## src/rtl/fox_packet_pkg.sv

```systemverilog
// Shared field-width defaults and packet sizing for the Fox TX buffer, router and RX unpacker.
package fox_packet_pkg;

  localparam int DEF_COORD_BITS           = 1;
  localparam int DEF_MULTICAST_GROUP_BITS = 1;
  localparam int DEF_MATRIX_TYPE_BITS     = 1;
  localparam int DEF_MATRIX_COORD_BITS    = 8;
  localparam int DEF_MATRIX_ELEMENT_BITS  = 32;
  localparam int DEF_FIFO_DEPTH           = 4;

  // Two coordinates, group, done+result flags, type, two matrix coords, element.
  function automatic int packet_bits(input int coordBits, input int groupBits,
                                     input int typeBits, input int matrixCoordBits,
                                     input int elementBits);
    return 2 * coordBits + groupBits + 2 + typeBits + 2 * matrixCoordBits + elementBits;
  endfunction

endpackage

```

## src/rtl/fox_sync_fifo.sv

```systemverilog
// First-word-fall-through FIFO; the head entry is always visible on data_o while not empty.
module fox_sync_fifo
  import fox_packet_pkg::*;
#(
  parameter int WIDTH = 8,
  parameter int DEPTH = DEF_FIFO_DEPTH,
  localparam int PTR_W = $clog2(DEPTH),
  localparam int CNT_W = $clog2(DEPTH) + 1
) (
  input  logic             clk,
  input  logic             reset_n,
  input  logic             push_i,
  input  logic [WIDTH-1:0] data_i,
  input  logic             pop_i,
  output logic [WIDTH-1:0] data_o,
  output logic             full_o,
  output logic             empty_o,
  output logic [CNT_W-1:0] count_o
);

  logic [WIDTH-1:0] mem_q [DEPTH];
  logic [PTR_W-1:0] wrPtr_q, wrPtr_d;
  logic [PTR_W-1:0] rdPtr_q, rdPtr_d;
  logic [CNT_W-1:0] count_q, count_d;
  logic             pushOk;
  logic             popOk;

  assign full_o  = (count_q == CNT_W'(DEPTH));
  assign empty_o = (count_q == '0);
  assign count_o = count_q;
  assign data_o  = empty_o ? '0 : mem_q[rdPtr_q];

  // A push into a full FIFO is still taken when the head leaves in the same cycle.
  assign popOk  = pop_i && !empty_o;
  assign pushOk = push_i && (!full_o || popOk);

  always_comb begin
    wrPtr_d = wrPtr_q;
    rdPtr_d = rdPtr_q;
    count_d = count_q;
    if (pushOk) wrPtr_d = wrPtr_q + PTR_W'(1);
    if (popOk)  rdPtr_d = rdPtr_q + PTR_W'(1);
    unique case ({pushOk, popOk})
      2'b10:   count_d = count_q + CNT_W'(1);
      2'b01:   count_d = count_q - CNT_W'(1);
      default: count_d = count_q;
    endcase
  end

  always_ff @(posedge clk or negedge reset_n) begin
    if (!reset_n) begin
      wrPtr_q <= '0;
      rdPtr_q <= '0;
      count_q <= '0;
    end else begin
      wrPtr_q <= wrPtr_d;
      rdPtr_q <= rdPtr_d;
      count_q <= count_d;
    end
  end

  always_ff @(posedge clk) begin
    if (pushOk) mem_q[wrPtr_q] <= data_i;
  end

endmodule

```

## src/rtl/fox_packet_tx_buffer.sv

```systemverilog
// Stages processor field writes, commits packed words into a FWFT FIFO and drains it to the router.
module fox_packet_tx_buffer
  import fox_packet_pkg::*;
#(
  parameter int COORD_BITS           = DEF_COORD_BITS,
  parameter int MULTICAST_GROUP_BITS = DEF_MULTICAST_GROUP_BITS,
  parameter int MATRIX_TYPE_BITS     = DEF_MATRIX_TYPE_BITS,
  parameter int MATRIX_COORD_BITS    = DEF_MATRIX_COORD_BITS,
  parameter int MATRIX_ELEMENT_BITS  = DEF_MATRIX_ELEMENT_BITS,
  parameter int FIFO_DEPTH           = DEF_FIFO_DEPTH,
  localparam int PACKET_BITS = packet_bits(COORD_BITS, MULTICAST_GROUP_BITS, MATRIX_TYPE_BITS,
                                           MATRIX_COORD_BITS, MATRIX_ELEMENT_BITS)
) (
  input  logic                            clk,
  input  logic                            reset_n,
  input  logic [COORD_BITS-1:0]           x_coord_in,
  input  logic                            x_coord_in_valid,
  input  logic [COORD_BITS-1:0]           y_coord_in,
  input  logic                            y_coord_in_valid,
  input  logic [MULTICAST_GROUP_BITS-1:0] multicast_group_in,
  input  logic                            multicast_group_in_valid,
  input  logic                            done_flag_in,
  input  logic                            done_flag_in_valid,
  input  logic                            result_flag_in,
  input  logic                            result_flag_in_valid,
  input  logic [MATRIX_TYPE_BITS-1:0]     matrix_type_in,
  input  logic                            matrix_type_in_valid,
  input  logic [MATRIX_COORD_BITS-1:0]    matrix_x_coord_in,
  input  logic                            matrix_x_coord_in_valid,
  input  logic [MATRIX_COORD_BITS-1:0]    matrix_y_coord_in,
  input  logic                            matrix_y_coord_in_valid,
  input  logic [MATRIX_ELEMENT_BITS-1:0]  matrix_element_in,
  input  logic                            matrix_element_in_valid,
  input  logic                            packet_complete_in,
  output logic                            message_out_ready,
  output logic [PACKET_BITS-1:0]          packet_out,
  output logic                            packet_out_valid,
  input  logic                            packet_out_ready,
  output logic                            overflow
);

  localparam int CNT_W = $clog2(FIFO_DEPTH) + 1;

  logic [COORD_BITS-1:0]           xCoord_q, xCoord_d;
  logic [COORD_BITS-1:0]           yCoord_q, yCoord_d;
  logic [MULTICAST_GROUP_BITS-1:0] group_q, group_d;
  logic                            done_q, done_d;
  logic                            result_q, result_d;
  logic [MATRIX_TYPE_BITS-1:0]     mType_q, mType_d;
  logic [MATRIX_COORD_BITS-1:0]    mX_q, mX_d;
  logic [MATRIX_COORD_BITS-1:0]    mY_q, mY_d;
  logic [MATRIX_ELEMENT_BITS-1:0]  elem_q, elem_d;
  logic                            overflow_q, overflow_d;

  logic [PACKET_BITS-1:0] packedWord;
  logic                   fifoFull;
  logic                   fifoEmpty;
  logic [CNT_W-1:0]       fifoCount;
  logic                   pop;
  logic                   accept;
  logic                   push;

  // The next-state values double as the bypass path, so a write landing with the
  // commit strobe is already part of the committed word.
  always_comb begin
    xCoord_d = x_coord_in_valid        ? x_coord_in         : xCoord_q;
    yCoord_d = y_coord_in_valid        ? y_coord_in         : yCoord_q;
    group_d  = multicast_group_in_valid ? multicast_group_in : group_q;
    done_d   = done_flag_in_valid      ? done_flag_in       : done_q;
    result_d = result_flag_in_valid    ? result_flag_in     : result_q;
    mType_d  = matrix_type_in_valid    ? matrix_type_in     : mType_q;
    mX_d     = matrix_x_coord_in_valid ? matrix_x_coord_in  : mX_q;
    mY_d     = matrix_y_coord_in_valid ? matrix_y_coord_in  : mY_q;
    elem_d   = matrix_element_in_valid ? matrix_element_in  : elem_q;
  end

  assign packedWord = {yCoord_d, xCoord_d, group_d, done_d, result_d,
                       mType_d, mY_d, mX_d, elem_d};

  assign pop        = packet_out_valid && packet_out_ready;
  assign accept     = !fifoFull || pop;
  assign push       = packet_complete_in && accept;
  assign overflow_d = overflow_q || (packet_complete_in && !accept);

  assign packet_out_valid  = !fifoEmpty;
  assign message_out_ready = (fifoCount < CNT_W'(FIFO_DEPTH));
  assign overflow          = overflow_q;

  always_ff @(posedge clk or negedge reset_n) begin
    if (!reset_n) begin
      xCoord_q   <= '0;
      yCoord_q   <= '0;
      group_q    <= '0;
      done_q     <= 1'b0;
      result_q   <= 1'b0;
      mType_q    <= '0;
      mX_q       <= '0;
      mY_q       <= '0;
      elem_q     <= '0;
      overflow_q <= 1'b0;
    end else begin
      xCoord_q   <= xCoord_d;
      yCoord_q   <= yCoord_d;
      group_q    <= group_d;
      done_q     <= done_d;
      result_q   <= result_d;
      mType_q    <= mType_d;
      mX_q       <= mX_d;
      mY_q       <= mY_d;
      elem_q     <= elem_d;
      overflow_q <= overflow_d;
    end
  end

  fox_sync_fifo #(
    .WIDTH (PACKET_BITS),
    .DEPTH (FIFO_DEPTH)
  ) uFifo (
    .clk     (clk),
    .reset_n (reset_n),
    .push_i  (push),
    .data_i  (packedWord),
    .pop_i   (pop),
    .data_o  (packet_out),
    .full_o  (fifoFull),
    .empty_o (fifoEmpty),
    .count_o (fifoCount)
  );

endmodule

```

## config.mk

```make
export PLATFORM = sky130hd
export DESIGN_NAME = fox_packet_tx_buffer
export DESIGN_NICKNAME = d
export VERILOG_FILES = /design/src/rtl/fox_packet_pkg.sv /design/src/rtl/fox_sync_fifo.sv /design/src/rtl/fox_packet_tx_buffer.sv
export SDC_FILE = /design/constraint.sdc
export NUM_CORES = 1
export LEC_CHECK = 0
export BUFFER_PORTS_ARGS = -buffer_cell sky130_fd_sc_hd__buf_4
export CORE_MARGIN = 5
export CORE_UTILIZATION = 58
export DETAILED_ROUTE_END_ITERATION = 10
export GPL_TIMING_DRIVEN = 0
export PLACE_DENSITY = 0.78
export SETUP_SLACK_MARGIN = 0.2
export SYNTH_ARGS = -nofsm -noshare
export SYNTH_HDL_FRONTEND = slang
export SYNTH_SLANG_ARGS = --single-unit
```

## constraint.sdc

```tcl
create_clock -name clk -period 3.6 [get_ports clk]
set_input_delay 0.18 -clock clk [delete_from_list [all_inputs] [get_ports clk]]
set_output_delay 0.18 -clock clk [all_outputs]
set_load 0.1 [all_outputs]
```

==> run_summary.xml, run 1 <==
<?xml version="1.0" encoding="UTF-8"?>
<metrics>
  <group name="outcome">
    <metric name="result_of_the_run" unit="">complete, no violations</metric>
  </group>
  <group name="critical_path">
    <metric name="critical_path_arrival" unit="ns">2.45</metric>
    <metric name="crit_fanout" unit="">10</metric>
    <metric name="worst_setup_path_start_kind" unit="">flop</metric>
    <metric name="timing.critical_path.required" unit="ns">3.42</metric>
    <metric name="worst_setup_path_end_kind" unit="">output port</metric>
    <metric name="worst_path_max_delay_cell" unit="">clkbuf_1</metric>
    <metric name="timing.reg2reg.worst_path_depth" unit="">3</metric>
    <metric name="worst-path-buf-inv" unit="">3</metric>
    <metric name="crit_chain" unit="">or3_1 &gt; clkbuf_1 &gt; clkbuf_1 &gt; and2_1 &gt; buf_4</metric>
    <metric name="crit-reg2reg-launch" unit="">uFifo.count_o[2]</metric>
    <metric name="worst-setup-path-type" unit="">flop to output port</metric>
    <metric name="timing.critical_path.mode_cell" unit="">clkbuf_1</metric>
    <metric name="regToRegEndpoint" unit="">uFifo.mem_q[1][1]</metric>
    <metric name="regToRegSetupSlack" unit="ns">1.35</metric>
    <metric name="critPathTopFamily" unit="">buffers and inverters</metric>
    <metric name="slowest_delay" unit="ns">0.43</metric>
  </group>
  <group name="detailed_routing">
    <metric name="routed_via_density" unit="">5.55</metric>
    <metric name="wirelength" unit="um">20900</metric>
    <metric name="post_drt_wl_per_cell" unit="um">21.9</metric>
    <metric name="routedLengthMet1" unit="um">8430</metric>
    <metric name="route.top_layer_used" unit="">met4</metric>
    <metric name="met3_wirelength" unit="um">807</metric>
    <metric name="iteration_0_drc_markers" unit="">320</metric>
    <metric name="final_antenna_net_count" unit="">0</metric>
    <metric name="route.vias.total" unit="">5302</metric>
    <metric name="drt_pre_antenna_iters" unit="">4</metric>
    <metric name="drc" unit="">0</metric>
    <metric name="detailroute.wirelength.met2" unit="um">11200</metric>
  </group>
  <group name="timing">
    <metric name="report.final.hold_viol_count" unit="">0</metric>
    <metric name="setup-violations-final" unit="">0</metric>
    <metric name="fmax" unit="MHz">380</metric>
    <metric name="fin_worst_skew" unit="ns">0.00684</metric>
    <metric name="setup_ws" unit="ns">0.969</metric>
    <metric name="report.final.slew_viol_count" unit="">0</metric>
    <metric name="grt_setup_unrepaired" unit="">false</metric>
    <metric name="timing.hold.ws" unit="ns">0.0488</metric>
    <metric name="max-slew-margin-rel" unit="">0.367</metric>
    <metric name="worst_slew_pin_slew" unit="ns">0.950</metric>
    <metric name="layout_worst_path_cycle_share" unit="">0.731</metric>
    <metric name="timing.final.crit_period" unit="ns">2.63</metric>
  </group>
  <group name="final_layout">
    <metric name="final.fill_count" unit="">1046</metric>
    <metric name="finish.cell_count_without_fillers" unit="">956</metric>
    <metric name="insertedDiodeCount" unit="">0</metric>
    <metric name="finalNetCount" unit="">780</metric>
    <metric name="final_instance_area" unit="sq um">13400</metric>
    <metric name="syn_to_final_growth" unit="%">25.6</metric>
    <metric name="multiInputGateArea" unit="sq um">2400</metric>
    <metric name="layout.area.seq" unit="sq um">8040</metric>
    <metric name="final_layout_size_suffix_gt1_frac" unit="">0.392</metric>
  </group>
  <group name="clocking">
    <metric name="clock_sink_count" unit="">278</metric>
    <metric name="cts.reportedPaths.clkPinSlew" unit="ns">0.06</metric>
    <metric name="cts.root.buffer_cell" unit="">clkbuf_16</metric>
    <metric name="post_cts.repair.setup_buffers" unit="">0</metric>
    <metric name="clock_tree.htree_level_count" unit="">1</metric>
    <metric name="worst_skew_pair.late_latency" unit="ns">0.51</metric>
    <metric name="cts_tree" unit="">yes</metric>
    <metric name="inserted_clock_buffers" unit="">26</metric>
    <metric name="clockBufferDepth" unit="">3</metric>
  </group>
  <group name="floorplan">
    <metric name="io_pins" unit="">124</metric>
    <metric name="placementRows" unit="">49</metric>
    <metric name="core" unit="sq um">18000</metric>
    <metric name="initial_utilization" unit="">0.590</metric>
    <metric name="die_w" unit="um">145</metric>
    <metric name="die-area" unit="sq um">21100</metric>
    <metric name="fp.dieH" unit="um">145</metric>
  </group>
  <group name="yosys">
    <metric name="synth.net_count" unit="">569</metric>
    <metric name="yosysUniqueCellTypes" unit="">22</metric>
    <metric name="syn_inst" unit="">496</metric>
    <metric name="synth_seq_area_share" unit="">0.756</metric>
    <metric name="post_synth.cell_area_avg" unit="sq um">21.4</metric>
    <metric name="synth.cell_area" unit="sq um">10600</metric>
    <metric name="yosys_warnings" unit="">0</metric>
    <metric name="postSynthRegisterBits" unit="">278</metric>
  </group>
  <group name="flow_run">
    <metric name="cap_violations" unit="">0</metric>
  </group>
  <group name="global_routing">
    <metric name="antenna_found_initial" unit="">0</metric>
    <metric name="grtUsageTotal" unit="">0.201</metric>
    <metric name="grt_first_pass_wirelength" unit="um">33600</metric>
    <metric name="globalRouteOverflowTotal" unit="">0</metric>
    <metric name="pin_count_of_the_biggest_net_entering_global_routing" unit="">63</metric>
    <metric name="grt_pass1_vias" unit="">6041</metric>
  </group>
  <group name="worst_hold_path">
    <metric name="worstHoldPathType" unit="">input port to flop</metric>
    <metric name="worst_hold_path.endpoint" unit="">uFifo.mem_q[1][48]</metric>
    <metric name="hp-start" unit="">matrix_type_in_valid</metric>
    <metric name="worstHoldPathCells" unit="">2</metric>
  </group>
  <group name="place">
    <metric name="post_dp_cell_area" unit="sq um">11800</metric>
    <metric name="placed_cells_incl_taps" unit="">845</metric>
    <metric name="post-dp-hpwl" unit="um">11700</metric>
    <metric name="place.gp.congestion" unit="">0.690</metric>
    <metric name="place_ws" unit="ns">1.32</metric>
    <metric name="portBuffers" unit="">120</metric>
  </group>
</metrics>
## registers in the layout, indices dropped and copies added (netlist names)
signal,flops
uFifo.mem_q,216
elem_q,32
mX_q,8
mY_q,8
uFifo.count_o,3
uFifo.rdPtr_q,2
uFifo.wrPtr_q,2
done_q,1
group_q,1
mType_q,1
overflow,1
result_q,1
xCoord_q,1
yCoord_q,1
## metrics by stage
step | setup TNS (ns) | utilization
2_1_floorplan | 0 | -
3_3_place_gp | -25.15 | 0.656
3_5_place_dp | 0 | 0.656
4_1_cts | 0 | 0.741
5_1_grt | 0 | 0.741
6_report | 0 | 0.741
## logic make-up after synthesis
family	Yosys count	synth area share
xor+xnor	6	0.00494
fa+ha+maj	6	0.00776
compound gates	1	0.000706
simple gates	64	0.0381
buf+inv	31	0.0192
flops	278	0.756
mux	110	0.174
## synth_stat cells
cell | number | share of area
a21o_1 | 1 | 0.00071
and2_1 | 59 | 0.035
buf_12 | 4 | 0.0075
buf_2 | 12 | 0.0056
buf_6 | 1 | 0.0011
clkbuf_1 | 7 | 0.0025
dfrtp_1 | 62 | 0.15
edfxtp_1 | 216 | 0.61
fa_1 | 1 | 0.0019
ha_1 | 5 | 0.0059
inv_1 | 7 | 0.0025
mux2_1 | 6 | 0.0064
mux2_2 | 49 | 0.052
mux2i_1 | 1 | 0.00094
mux4_2 | 54 | 0.11
nand3_1 | 1 | 0.00047
nor2_1 | 1 | 0.00035
nor2b_1 | 1 | 0.00059
nor4b_2 | 1 | 0.0014
or3_1 | 1 | 0.00059
xnor2_1 | 4 | 0.0033
xor2_1 | 2 | 0.0016
## metal layers
layer  vias up  track usage
li1       2356            -
met1      2781        0.264
met2       128        0.356
met3        37       0.0296
met4         0       0.0569
met5         -            0
## cells in the final DEF, fill, tap and decap left out
master | netlist | layout
dfrtp_1 | 62 | 62
buf_6 | 1 | 1
nor4b_2 | 1 | 1
clkinv_4 | 0 | 1
nor2_1 | 1 | 1
clkinv_2 | 0 | 6
and2_1 | 59 | 55
mux4_2 | 54 | 54
and2_4 | 0 | 4
bufinv_16 | 0 | 4
buf_12 | 4 | 4
dlygate4sd3_1 | 0 | 63
buf_2 | 12 | 12
mux2_2 | 49 | 49
buf_4 | 0 | 120
inv_1 | 7 | 7
clkbuf_1 | 7 | 12
clkinv_1 | 0 | 3
fa_1 | 1 | 1
nor2b_1 | 1 | 1
or3_1 | 1 | 1
ha_1 | 5 | 5
a21o_1 | 1 | 1
clkbuf_16 | 0 | 27
mux2_1 | 6 | 6
nand3_1 | 1 | 1
edfxtp_1 | 216 | 216
mux2i_1 | 1 | 1
xor2_1 | 2 | 2
xnor2_1 | 4 | 4
clkbuf_8 | 0 | 2
## area by class of cell
class,instances,share of cell area
Multi-Input combinational cell,187,0.180
Buffer,24,0.0133
Clock buffer,34,0.0541
Tap cell,229,0.0215
Sequential cell,278,0.602
Inverter,7,0.00197
Clock inverter,14,0.0127
Timing Repair Buffer,183,0.115
## worst max-delay path by stage
stage / startpoint / end / slack [ns] / cells past startpoint
6_report: uFifo.count_o[0] / packet_out[14] / 0.97 / 5
5_1_grt: uFifo.count_o[0] / packet_out[12] / 0.77 / 5
4_1_cts: uFifo.count_o[0] / packet_out[14] / 0.92 / 5
3_5_place_dp: uFifo.count_o[2] / uFifo.mem_q[2][8] / 1.32 / 3
3_3_place_gp: uFifo.count_o[2] / uFifo.mem_q[0][9] / -0.13 / 3
2_1_floorplan: uFifo.count_o[2] / uFifo.mem_q[0][0] / 1.02 / 3
## timing repair
item,CTS,global route
resized for setup,0,0
hold buffers,63,0
hold endpoints to repair,118,0
Power of run 1 is not shown: default switching activity piles up to over one toggle a cycle in this logic, so the estimate is an artifact.
==> run 2: changes to the inputs <==
clock period = 2.6 ns   (was 3.6 ns; I/O delays follow)
==> run_summary.xml, run 2 (same netlist as run 1, synthesis figures left out) <==
<?xml version="1.0" encoding="UTF-8"?>
<metrics>
  <group name="floorplan">
    <metric name="die-area" unit="sq um">21100</metric>
    <metric name="core" unit="sq um">18000</metric>
    <metric name="initial_utilization" unit="">0.590</metric>
    <metric name="die_w" unit="um">145</metric>
    <metric name="fp.dieH" unit="um">145</metric>
    <metric name="placementRows" unit="">49</metric>
    <metric name="io_pins" unit="">124</metric>
  </group>
  <group name="detailed_routing">
    <metric name="post_drt_wl_per_cell" unit="um">22.0</metric>
    <metric name="drt_pre_antenna_iters" unit="">4</metric>
    <metric name="routed_via_density" unit="">5.57</metric>
    <metric name="route.vias.total" unit="">5325</metric>
    <metric name="wirelength" unit="um">21100</metric>
    <metric name="final_antenna_net_count" unit="">0</metric>
    <metric name="iteration_0_drc_markers" unit="">304</metric>
    <metric name="drc" unit="">0</metric>
  </group>
  <group name="final_layout">
    <metric name="layout.cells.most_common" unit="">edfxtp_1</metric>
    <metric name="finalNetCount" unit="">782</metric>
    <metric name="final_layout_size_suffix_gt1_frac" unit="">0.395</metric>
    <metric name="insertedDiodeCount" unit="">0</metric>
    <metric name="postLayoutCoreUtil" unit="">0.745</metric>
    <metric name="largestRegisters" unit="">uFifo.mem_q: 216 flops, elem_q: 32 flops</metric>
    <metric name="register_ranked_first_by_flip_flop_count" unit="">uFifo.mem_q</metric>
    <metric name="layout_common_cells" unit="">edfxtp_1, buf_4, dlygate4sd3_1</metric>
    <metric name="syn_to_final_growth" unit="%">26.2</metric>
    <metric name="finish.cell_count_without_fillers" unit="">956</metric>
    <metric name="final_instance_area" unit="sq um">13400</metric>
    <metric name="largest_register_ffs" unit="">216</metric>
  </group>
  <group name="critical_path">
    <metric name="worst-setup-path-type" unit="">flop to output port</metric>
    <metric name="crit_chain" unit="">buf_12 &gt; buf_12 &gt; mux4_2 &gt; and2_1 &gt; buf_4</metric>
    <metric name="critical_path_arrival" unit="ns">2.22</metric>
    <metric name="worst_setup_path_start_kind" unit="">flop</metric>
    <metric name="worst_path_max_delay_cell" unit="">mux4_2</metric>
    <metric name="timing.critical_path.required" unit="ns">2.47</metric>
    <metric name="slowest_delay" unit="ns">0.51</metric>
    <metric name="worst_setup_path_end_kind" unit="">output port</metric>
    <metric name="crit_fanout" unit="">10</metric>
    <metric name="timing.critical_path.mode_cell" unit="">buf_12</metric>
  </group>
  <group name="clocking">
    <metric name="post_cts.repair.setup_buffers" unit="">0</metric>
    <metric name="inserted_clock_buffers" unit="">27</metric>
    <metric name="clock_sink_count" unit="">278</metric>
    <metric name="cts.reportedPaths.clkPinSlew" unit="ns">0.06</metric>
    <metric name="clockBufferDepth" unit="">3</metric>
    <metric name="worst_skew_pair.late_latency" unit="ns">0.52</metric>
    <metric name="clock_tree.htree_level_count" unit="">1</metric>
    <metric name="cts_tree" unit="">yes</metric>
    <metric name="cts.root.buffer_cell" unit="">clkbuf_16</metric>
  </group>
  <group name="global_routing">
    <metric name="globalRouteOverflowTotal" unit="">0</metric>
    <metric name="pin_count_of_the_biggest_net_entering_global_routing" unit="">63</metric>
    <metric name="antenna_found_initial" unit="">0</metric>
    <metric name="grt_first_pass_wirelength" unit="um">33600</metric>
    <metric name="grtUsageTotal" unit="">0.202</metric>
    <metric name="grt_pass1_vias" unit="">6035</metric>
  </group>
  <group name="place">
    <metric name="placed_cells_incl_taps" unit="">845</metric>
    <metric name="post-dp-hpwl" unit="um">11500</metric>
    <metric name="portBuffers" unit="">120</metric>
    <metric name="place_ws" unit="ns">0.322</metric>
    <metric name="place.gp.congestion" unit="">0.694</metric>
    <metric name="post_dp_cell_area" unit="sq um">11800</metric>
  </group>
  <group name="timing">
    <metric name="setup_ws" unit="ns">0.252</metric>
    <metric name="worst_slew_pin_slew" unit="ns">0.960</metric>
    <metric name="setup-violations-final" unit="">0</metric>
    <metric name="timing.final.crit_period" unit="ns">2.35</metric>
    <metric name="grt_setup_unrepaired" unit="">true</metric>
    <metric name="fin_worst_skew" unit="ns">0.0176</metric>
    <metric name="report.final.slew_viol_count" unit="">0</metric>
    <metric name="report.final.hold_viol_count" unit="">0</metric>
    <metric name="max-slew-margin-rel" unit="">0.360</metric>
    <metric name="fmax" unit="MHz">426</metric>
    <metric name="layout_worst_path_cycle_share" unit="">0.903</metric>
  </group>
  <group name="outcome">
    <metric name="result_of_the_run" unit="">complete, no violations</metric>
  </group>
  <group name="worst_hold_path">
    <metric name="worstHoldPathType" unit="">input port to flop</metric>
  </group>
  <group name="flow_run">
    <metric name="cap_violations" unit="">0</metric>
  </group>
</metrics>
run 2: layer usage:
layer,vias to the layer above,GRT usage,share of wire
li1,2359,-,-
met2,158,0.359,0.54
met3,32,0.0324,0.047
met5,-,0,0
met4,0,0.0494,0.018
met1,2776,0.264,0.40
run 2: through the flow:
stage	hold WS (ns)	TNS [ns]
detailed placement	0.337	0
floorplan	-0.166	0
CTS	0.0198	0
finish	0.0450	0
global placement	0.337	-20.04
global route	0.0384	0
run 2: path summary, 6_finish.rpt:
path / from / slack (ns) / end / cells past startpoint
setup reg to reg: uFifo.count_o[2] / 0.32 / uFifo.mem_q[3][6] / 3
min in group asynchronous: reset_n / 0.30 / xCoord_q / 2
hold reg to reg: mY_q[3] / 0.54 / mY_q[3] / 1
max in group asynchronous: reset_n / 1.66 / elem_q[9] / 2
setup / recovery: uFifo.rdPtr_q[0] / 0.25 / packet_out[20] / 5
hold / removal: y_coord_in_valid / 0.04 / uFifo.mem_q[3][53] / 2
run 2: layout make-up:
type                    count  area [sq um]
inverters                   7          26.3
multi-input cells         187          2400
clock inverters            12          82.6
fillers                  1030          4600
plain buffers              24           219
repair buffers            184          1630
well taps                 229           287
clock buffers              35           736
flip-flops and latches    278          8040
run 2: repair_timing:
action	4_1_cts	5_1_grt
hold endpoints to repair	304	0
hold buffers	64	0
endpoints found under the setup margin	40	42
resized for setup	8	32
run 2: worst max-delay path, delay by kind of cell (launching register included):
kind / cells / cell delay [ns]
AND/OR/NAND/NOR: 1 / 0.20
multiplexers: 1 / 0.51
flip-flops: 1 / 0.40
buffers and inverters: 3 / 0.58
Power of run 2 is left out for the same reason.
==> run 3: changes to the inputs <==
CORE_UTILIZATION = 60   (was 58)
CTS_BUF_LIST = sky130_fd_sc_hd__clkbuf_4 sky130_fd_sc_hd__clkbuf_8   (was not set)
PLACE_DENSITY = 0.81   (was 0.78)
==> run_summary.xml, run 3 (same netlist as run 1, synthesis figures left out) <==
<?xml version="1.0" encoding="UTF-8"?>
<metrics>
  <group name="outcome">
    <metric name="result_of_the_run" unit="">complete, no violations</metric>
  </group>
  <group name="timing">
    <metric name="fin_worst_skew" unit="ns">0.0210</metric>
    <metric name="fmax" unit="MHz">424</metric>
    <metric name="max-slew-margin-rel" unit="">0.406</metric>
    <metric name="setup-violations-final" unit="">0</metric>
    <metric name="grt_setup_unrepaired" unit="">true</metric>
    <metric name="layout_worst_path_cycle_share" unit="">0.908</metric>
    <metric name="report.final.hold_viol_count" unit="">0</metric>
    <metric name="timing.final.crit_period" unit="ns">2.36</metric>
    <metric name="report.final.slew_viol_count" unit="">0</metric>
    <metric name="worst_slew_pin_slew" unit="ns">0.892</metric>
  </group>
  <group name="place">
    <metric name="post_dp_cell_area" unit="sq um">11800</metric>
    <metric name="place.gp.congestion" unit="">0.757</metric>
    <metric name="post-dp-hpwl" unit="um">11700</metric>
    <metric name="portBuffers" unit="">120</metric>
  </group>
  <group name="final_layout">
    <metric name="largestRegisters" unit="">uFifo.mem_q: 216 flops, elem_q: 32 flops</metric>
    <metric name="largest_register_ffs" unit="">216</metric>
    <metric name="layout.cells.most_common" unit="">edfxtp_1</metric>
    <metric name="syn_to_final_growth" unit="%">25.7</metric>
    <metric name="insertedDiodeCount" unit="">0</metric>
    <metric name="final_layout_size_suffix_gt1_frac" unit="">0.430</metric>
    <metric name="final_instance_area" unit="sq um">13400</metric>
    <metric name="finalNetCount" unit="">798</metric>
    <metric name="register_ranked_first_by_flip_flop_count" unit="">uFifo.mem_q</metric>
    <metric name="layout_common_cells" unit="">edfxtp_1, buf_4, dlygate4sd3_1</metric>
    <metric name="final.fill_count" unit="">949</metric>
  </group>
  <group name="floorplan">
    <metric name="die-area" unit="sq um">20500</metric>
    <metric name="placementRows" unit="">48</metric>
    <metric name="fp.dieH" unit="um">143</metric>
    <metric name="die_w" unit="um">143</metric>
    <metric name="initial_utilization" unit="">0.613</metric>
    <metric name="core" unit="sq um">17400</metric>
    <metric name="io_pins" unit="">124</metric>
  </group>
  <group name="detailed_routing">
    <metric name="drt_pre_antenna_iters" unit="">5</metric>
    <metric name="wirelength" unit="um">20800</metric>
    <metric name="routed_via_density" unit="">5.48</metric>
    <metric name="iteration_0_drc_markers" unit="">328</metric>
    <metric name="post_drt_wl_per_cell" unit="um">21.1</metric>
    <metric name="route.vias.total" unit="">5395</metric>
    <metric name="drc" unit="">0</metric>
    <metric name="final_antenna_net_count" unit="">0</metric>
  </group>
  <group name="critical_path">
    <metric name="worst_setup_path_start_kind" unit="">flop</metric>
    <metric name="cp-endpoint" unit="">packet_out[21]</metric>
    <metric name="regToRegSetupSlack" unit="ns">0.28</metric>
    <metric name="slowest_delay" unit="ns">0.35</metric>
    <metric name="worst_setup_path_end_kind" unit="">output port</metric>
    <metric name="critical_path_arrival" unit="ns">2.23</metric>
    <metric name="crit_fanout" unit="">10</metric>
    <metric name="crit-reg2reg-launch" unit="">uFifo.count_o[2]</metric>
    <metric name="timing.critical_path.mode_cell" unit="">buf_2</metric>
    <metric name="crit_chain" unit="">buf_2 &gt; buf_2 &gt; mux4_2 &gt; and2_1 &gt; buf_4</metric>
    <metric name="worst_path_max_delay_cell" unit="">mux4_2</metric>
    <metric name="timing.reg2reg.worst_path_depth" unit="">3</metric>
    <metric name="crit_start" unit="">uFifo.rdPtr_q[1]</metric>
    <metric name="regToRegEndpoint" unit="">uFifo.mem_q[3][50]</metric>
    <metric name="timing.critical_path.required" unit="ns">2.47</metric>
    <metric name="worst-setup-path-type" unit="">flop to output port</metric>
  </group>
  <group name="clocking">
    <metric name="cts_tree" unit="">yes</metric>
    <metric name="clock_sink_count" unit="">278</metric>
    <metric name="clockBufferDepth" unit="">3</metric>
    <metric name="clock_tree.htree_level_count" unit="">2</metric>
    <metric name="worst_skew_pair.late_latency" unit="ns">0.53</metric>
    <metric name="cts.root.buffer_cell" unit="">clkbuf_8</metric>
    <metric name="inserted_clock_buffers" unit="">43</metric>
    <metric name="cts.reportedPaths.clkPinSlew" unit="ns">0.06</metric>
  </group>
  <group name="global_routing">
    <metric name="globalRouteOverflowTotal" unit="">0</metric>
    <metric name="grt_first_pass_wirelength" unit="um">32600</metric>
    <metric name="antenna_found_initial" unit="">0</metric>
    <metric name="grtUsageTotal" unit="">0.211</metric>
    <metric name="grt_pass1_vias" unit="">5980</metric>
    <metric name="pin_count_of_the_biggest_net_entering_global_routing" unit="">63</metric>
  </group>
  <group name="flow_run">
    <metric name="cap_violations" unit="">0</metric>
  </group>
  <group name="worst_hold_path">
    <metric name="worstHoldPathType" unit="">input port to flop</metric>
  </group>
</metrics>
-- run 3: area by class of cell --
class | count | area, sq um | area share
well taps | 225 | 282 | 0.0211
clock buffers | 74 | 850 | 0.0635
clock inverters | 5 | 21.3 | 0.00159
flip-flops and latches | 278 | 8040 | 0.601
repair buffers | 184 | 1550 | 0.116
plain buffers | 24 | 198 | 0.0148
multi-input cells | 187 | 2400 | 0.180
inverters | 7 | 26.3 | 0.00197
-- run 3: what timing repair did --
item / 4_1_cts / 5_1_grt
endpoints found under the setup margin: 40 / 266
pin swaps: 0 / 1
resized for setup: 6 / 8
endpoints found under the hold margin: 329 / 0
buffers inserted: 0 / 0
hold buffers: 64 / 0
-- run 3: layer usage --
metal,global-route usage,part of all wire
met2,0.367,0.54
met1,0.275,0.39
met4,0.0695,0.016
met5,0,0
met3,0.0328,0.053
-- run 3: critical path, delay by kind of cell, from the launching register on --
kind,cells,cell delay [ns]
simple gates,1,0.20
mux,1,0.35
flops,1,0.31
buf+inv,3,0.83
-- run 3: worst min-delay path by stage --
stage,cells past startpoint,startpoint,slack [ns],end
2_1_floorplan,0,reset_n,-0.17,done_q
3_3_place_gp,1,reset_n,0.32,group_q
3_5_place_dp,1,reset_n,0.32,group_q
4_1_cts,2,y_coord_in_valid,0.008,uFifo.mem_q[1][53]
5_1_grt,2,y_coord_in_valid,0.02,uFifo.mem_q[0][53]
6_report,2,y_coord_in_valid,0.04,uFifo.mem_q[1][53]
-- run 3: stage by stage --
stage | worst slack [ns] | instances | hold WS, ns | utilization | TNS (ns)
after floorplan | 0.590 | 496 | -0.166 | - | 0
after global placement | -0.0587 | 841 | 0.322 | 0.681 | -11.92
after detailed placement | 0.261 | 841 | 0.324 | 0.682 | 0
after CTS | 0.193 | 984 | 0.00837 | 0.769 | 0
after global routing | 0.134 | 984 | 0.0224 | 0.770 | 0
final | 0.239 | 984 | 0.0429 | 0.770 | 0
Power of run 3 is left out for the same reason.
